File: config.mk
export PLATFORM = sky130hd
export DESIGN_NAME = heat_sched
export DESIGN_NICKNAME = d
export VERILOG_FILES = /design/src/rtl/heat_sched.sv
export SDC_FILE = /design/constraint.sdc
export NUM_CORES = 1
export LEC_CHECK = 0
export ABC_CLOCK_PERIOD_IN_PS = 3290
export BUFFER_PORTS_ARGS = -buffer_cell sky130_fd_sc_hd__buf_2
export CAP_MARGIN = 20
export CORE_MARGIN = 4
export CORE_UTILIZATION = 50
export CTS_BUF_LIST = sky130_fd_sc_hd__clkbuf_16
export CTS_CLUSTER_SIZE = 8
export DETAILED_ROUTE_END_ITERATION = 10
export GPL_TIMING_DRIVEN = 1
export PLACE_DENSITY = 0.84
export SETUP_SLACK_MARGIN = 0.15
export SKIP_LAST_GASP = 1
export SYNTH_ARGS = -nofsm -noshare
export SYNTH_HDL_FRONTEND = slang
export SYNTH_SLANG_ARGS = --single-unit
export TNS_END_PERCENT = 100
File: constraint.sdc
create_clock -name clk -period 3.29 [get_ports clk]
set_input_delay 0.4935 -clock clk [delete_from_list [all_inputs] [get_ports clk]]
set_output_delay 0.4935 -clock clk [all_outputs]
set_load 0.01 [all_outputs]
File: src/rtl/heat_sched.sv
// heat_sched: Gauss-Seidel heat-diffusion solver engine driving a single-port cell RAM,
// with a host access port that shares the RAM while the engine is idle.
`default_nettype none

module heat_sched #(
    parameter  int GRID  = 5,
    parameter  int DW    = 4,
    localparam int CELLS = GRID * GRID,
    localparam int AW    = $clog2(CELLS)
) (
    input  logic          clk,
    input  logic          rst,
    input  logic          host_valid,
    input  logic          host_we,
    input  logic [AW-1:0] host_addr,
    input  logic [DW-1:0] host_wdata,
    output logic          host_ready,
    output logic [DW-1:0] host_rdata,
    output logic          host_rvalid,
    input  logic          start,
    input  logic [3:0]    n_iter,
    input  logic          abort,
    output logic          busy,
    output logic          done,
    output logic [3:0]    iter_cnt,
    output logic [AW-1:0] mem_addr,
    output logic          mem_we,
    output logic [DW-1:0] mem_wdata,
    input  logic [DW-1:0] mem_rdata
);

    localparam int CW = $clog2(GRID);
    localparam logic [AW-1:0] C_GRID     = AW'(GRID);
    localparam logic [AW-1:0] C_FIRST    = AW'(GRID + 1);
    localparam logic [AW-1:0] C_LAST     = AW'(CELLS - GRID - 2);
    localparam logic [AW:0]   C_CELLS    = (AW+1)'(CELLS);
    localparam logic [CW-1:0] C_COL_LAST = CW'(GRID - 2);

    typedef enum logic [2:0] {
        S_IDLE = 3'd0,
        S_RD0  = 3'd1,
        S_RD1  = 3'd2,
        S_RD2  = 3'd3,
        S_RD3  = 3'd4,
        S_ACC  = 3'd5,
        S_WB   = 3'd6
    } state_t;

    state_t          r_state;
    logic [AW-1:0]   r_cell;
    logic [CW-1:0]   r_col;
    logic [3:0]      r_n_iter;
    logic [3:0]      r_iter_cnt;
    logic            r_abort;
    logic [DW+1:0]   r_sum;
    logic            r_busy;
    logic            r_done;
    logic            r_rd_pend;
    logic            r_rd_oor;
    logic            r_rvalid;
    logic [DW-1:0]   r_rdata;

    logic            w_host_acc;
    logic            w_addr_ok;
    logic            w_last_cell;
    logic            w_stop;
    logic            w_final_iter;

    assign host_ready   = (r_state == S_IDLE) && !start && !rst;
    assign w_host_acc   = host_valid && host_ready;
    assign w_addr_ok    = {1'b0, host_addr} < C_CELLS;
    assign w_last_cell  = (r_cell == C_LAST);
    assign w_stop       = r_abort || abort;
    assign w_final_iter = w_last_cell && ((r_iter_cnt + 4'd1) == r_n_iter);

    assign busy        = r_busy;
    assign done        = r_done;
    assign iter_cnt    = r_iter_cnt;
    assign host_rvalid = r_rvalid;
    assign host_rdata  = r_rdata;

    // RAM port mux: host owns it in IDLE, the engine walks the four neighbours otherwise.
    always_comb begin
        mem_addr  = host_addr;
        mem_we    = 1'b0;
        mem_wdata = host_wdata;
        case (r_state)
            S_IDLE: mem_we = w_host_acc && host_we && w_addr_ok;
            S_RD0:  mem_addr = r_cell - C_GRID;
            S_RD1:  mem_addr = r_cell + C_GRID;
            S_RD2:  mem_addr = r_cell - 1'b1;
            S_RD3:  mem_addr = r_cell + 1'b1;
            S_WB: begin
                mem_addr  = r_cell;
                mem_we    = !rst;
                mem_wdata = r_sum[DW+1:2];
            end
            default: mem_addr = r_cell;
        endcase
    end

    always_ff @(posedge clk) begin
        if (rst) begin
            r_state    <= S_IDLE;
            r_cell     <= C_FIRST;
            r_col      <= CW'(1);
            r_n_iter   <= 4'd0;
            r_iter_cnt <= 4'd0;
            r_abort    <= 1'b0;
            r_sum      <= '0;
            r_busy     <= 1'b0;
            r_done     <= 1'b0;
            r_rd_pend  <= 1'b0;
            r_rd_oor   <= 1'b0;
            r_rvalid   <= 1'b0;
            r_rdata    <= '0;
        end else begin
            r_done    <= 1'b0;
            r_rd_pend <= w_host_acc && !host_we;
            r_rd_oor  <= !w_addr_ok;
            r_rvalid  <= r_rd_pend;
            if (r_rd_pend)
                r_rdata <= r_rd_oor ? '0 : mem_rdata;
            if (r_busy && abort)
                r_abort <= 1'b1;

            case (r_state)
                S_IDLE: begin
                    if (start) begin
                        r_iter_cnt <= 4'd0;
                        if (n_iter == 4'd0) begin
                            r_done <= 1'b1;
                        end else begin
                            r_state  <= S_RD0;
                            r_busy   <= 1'b1;
                            r_n_iter <= n_iter;
                            r_cell   <= C_FIRST;
                            r_col    <= CW'(1);
                            r_sum    <= '0;
                            r_abort  <= 1'b0;
                        end
                    end
                end
                S_RD0: r_state <= S_RD1;
                S_RD1: begin
                    r_sum   <= r_sum + {2'b00, mem_rdata};
                    r_state <= S_RD2;
                end
                S_RD2: begin
                    r_sum   <= r_sum + {2'b00, mem_rdata};
                    r_state <= S_RD3;
                end
                S_RD3: begin
                    r_sum   <= r_sum + {2'b00, mem_rdata};
                    r_state <= S_ACC;
                end
                S_ACC: begin
                    r_sum   <= r_sum + {2'b00, mem_rdata};
                    r_state <= S_WB;
                end
                S_WB: begin
                    r_sum <= '0;
                    if (w_last_cell) begin
                        r_iter_cnt <= r_iter_cnt + 4'd1;
                        r_cell     <= C_FIRST;
                        r_col      <= CW'(1);
                    end else if (r_col == C_COL_LAST) begin
                        // skip the right edge of this row and the left edge of the next
                        r_cell <= r_cell + AW'(3);
                        r_col  <= CW'(1);
                    end else begin
                        r_cell <= r_cell + 1'b1;
                        r_col  <= r_col + 1'b1;
                    end
                    if (w_stop || w_final_iter) begin
                        r_state <= S_IDLE;
                        r_busy  <= 1'b0;
                        r_done  <= 1'b1;
                        r_abort <= 1'b0;
                    end else begin
                        r_state <= S_RD0;
                    end
                end
                default: r_state <= S_IDLE;
            endcase
        end
    end

endmodule

`default_nettype wire

==> impl_metrics.ini <==
[setup_path]
critPathTopFamily = simple AND/OR/NAND/NOR gates
crit_arrival_ns = 2.39
crit_buf_inv = 1
endpoint_kind = output port
cp_cell_sequence = nor3b_2, xnor2_1, ha_1, o21a_1, or4_1, a311oi_1, or3b_1, buf_2
path_class = reg -> out
cpPeakStageDelay_ns = 0.39
slowest_stage = or4_1
setup.worst_path.start_class = flip-flop
crit_fanout = 7
critPathRequiredTime_ns = 2.80

[cells_and_area]
fin_cells = 363
nets = 345
area_growth_pct = 15.4
final_util_pct = 60.2
nFillCells = 382
antenna_cells = 0
drive_above_1_share_pct = 21.9

[logic_synthesis]
synth_common_cells = dfxtp_1, a21oi_1, nand2_1, nor2_1, o21ai_0
yosys.area.top_type = dfxtp_1
synth_flop_cell = dfxtp_1
synth_cell_types = 57
syn_avg_cell_area_um2 = 8.38
ys_async_sr_fraction_pct = 0
syn_area_um2 = 2290
syn_nets = 308
yosysTopAreaCellShare_pct = 30.6
ys_seq_area_share_pct = 30.6
ys_warn_count = 0
synthCells = 273
synthTopCellsByArea = dfxtp_1, ha_1, a21oi_1
synth-edff-count = 0
yosysMostFrequentCell = dfxtp_1
yosys_register_bits = 35

[clocking]
clkTransAtPathRegs_ns = 0.05
htreeDepth = 2
cts_setup_buffers = 0
worstSkewPairLatency_ns = 0.28
cts-resized-gates = 0
hold_buffers = 0
clock-sinks = 35
cts_tree = done
cts_buffer_depth = 2
cts_buffers = 5
root_buffer = clkbuf_16

[power_and_ir_drop]
p_leak_nw = 1.11
powerDensity_nw_per_um2 = 442
ir_worst_vdd_v = 0.000343
p_total_mw = 1.17

[route]
firstDrtPassIters = 4
ant_nets = 0
vias_per_cell = 5.91
drc_errors = 0
dr_total_vias = 2144
finalWirelength_um = 5520
routedWlPerCell_um = 15.2
drtIter0Drc = 108

[placed_design]
port_buffers = 44
gp_congestion = 0.847
dpl.cell_count = 355
hpwlAfterDp_um = 4040

[job]
maxCapViolations = 0

[global_routing]
met1_usage_pct = 25.6
grt_util_met3_pct = 6.20
antenna_found_initial = 0
grt_pass1_vias = 2051
grt_pass1_wl_um = 9180
grt_start_max_net_pins = 36
top_usage_layer = met2
gr-total-overflow = 0
use_met2_pct = 34.5
grt_usage_pct = 21.0

[timing]
slew_violations = 0
fin_hold_ws_ns = 0.471
slew_headroom_pct = 58.5
period_needed_ns = 2.89
fmax_mhz = 346
worst_pin_slew_ns = 0.622
finClkSkew_ns = 0.00228
fin_setup_tns_ns = 0
setup_viol = 0
post-route-period-util_pct = 87.8
rsz0062_at_grt = no
hold_viol_final = 0

[die]
coreArea_um2 = 4380
initial_core_util_pct = 52.2
die_h_um = 75.7
num_io_pins = 45
dieArea_um2 = 5720
core.rowCount = 24
fp.dieW_um = 75.7

[hold_path]
min_path_type = reg -> reg

[outcome]
outcome = finished clean
through the flow:
stage,setup WS (ns),cell area (µm²)
2_1_floorplan,0.734,2290
3_3_place_gp,0.764,2490
3_5_place_dp,0.706,2490
4_1_cts,0.403,2640
5_1_grt,0.297,2640
6_report,0.402,2640
cells by family (layout without fill, tap and decap cells):
logic type / count (synthesis) / after routing / synth area share, %
adders and majority gates: 13 / 13 / 7.33
xor gates and xnor gates: 13 / 13 / 4.98
DFF: 35 / 35 / 30.6
and+or+nand+nor: 108 / 108 / 26.5
AOI/OAI and AO/OA: 80 / 80 / 23.9
buffers and inverters: 22 / 60 / 5.25
muxes: 2 / 2 / 1.42
power by group:
part / total (mW) / internal (mW) / leakage (nW) / switching, mW
logic: 0.257 / 0.107 / 0.765 / 0.151
registers: 0.455 / 0.442 / 0.284 / 0.0132
clock network: 0.456 / 0.278 / 0.0658 / 0.177
total: 1.17 / 0.827 / 1.11 / 0.341
tightest hold or removal path: stages (launching register included):
cell      delay [ns]
dfxtp_1         0.31
nand2b_1        0.06
a21oi_1         0.05
worst paths after layout:
kind | slack (ns) | from | cells past startpoint | end
setup / recovery | 0.40 | r_state[2]$_SDFFE_PP0P_ | 8 | mem_addr[4]
hold / removal | 0.47 | host_rdata[2]$_SDFFE_PP0P_ | 2 | host_rdata[2]$_SDFFE_PP0P_
setup reg to reg | 1.13 | r_state[2]$_SDFFE_PP0P_ | 5 | r_cell[2]$_SDFFE_PP1P_
hold reg to reg | 0.47 | host_rdata[2]$_SDFFE_PP0P_ | 2 | host_rdata[2]$_SDFFE_PP0P_
state kept, by name (all words and copies together) (netlist names), 3 cells and up:
signal and flops:
r_col 3, iter_cnt 4, r_n_iter 4, r_cell 5, host_rdata 4, r_state 3
r_sum 6
cell type report:
class	instances	area [µm²]	share of cell area [%]
Multi-Input combinational cell	216	1470	55.6
Clock inverter	3	20.0	0.758
Timing Repair Buffer	47	243	9.19
Clock buffer	5	125	4.74
Tap cell	52	65.1	2.46
Sequential cell	35	701	26.5
Inverter	5	18.8	0.711
placed cells by master (no fill, tap or decap), types with 4 or more instances in the layout:
cell type / synthesis / layout
a21o_1: 5 / 5
a21oi_1: 26 / 26
a31oi_1: 5 / 5
and3b_1: 4 / 4
buf_2: 6 / 44
clkbuf_16: 0 / 5
dfxtp_1: 35 / 35
ha_1: 11 / 11
inv_1: 5 / 5
nand2_1: 22 / 22
nand2b_1: 7 / 7
nand3_1: 8 / 8
nor2_1: 22 / 22
nor2b_1: 9 / 9
nor3_1: 7 / 7
o21ai_0: 12 / 12
o31ai_1: 7 / 7
or3_1: 5 / 5
xnor2_1: 7 / 7
xor2_1: 6 / 6
routing by layer:
layer	part of all wire, %	up-vias
li1	-	1075
met1	43	991
met2	48	61
met3	6.3	17
met4	2.8	0
met5	0	-
Note: power is estimated with default switching activity, not from simulation.
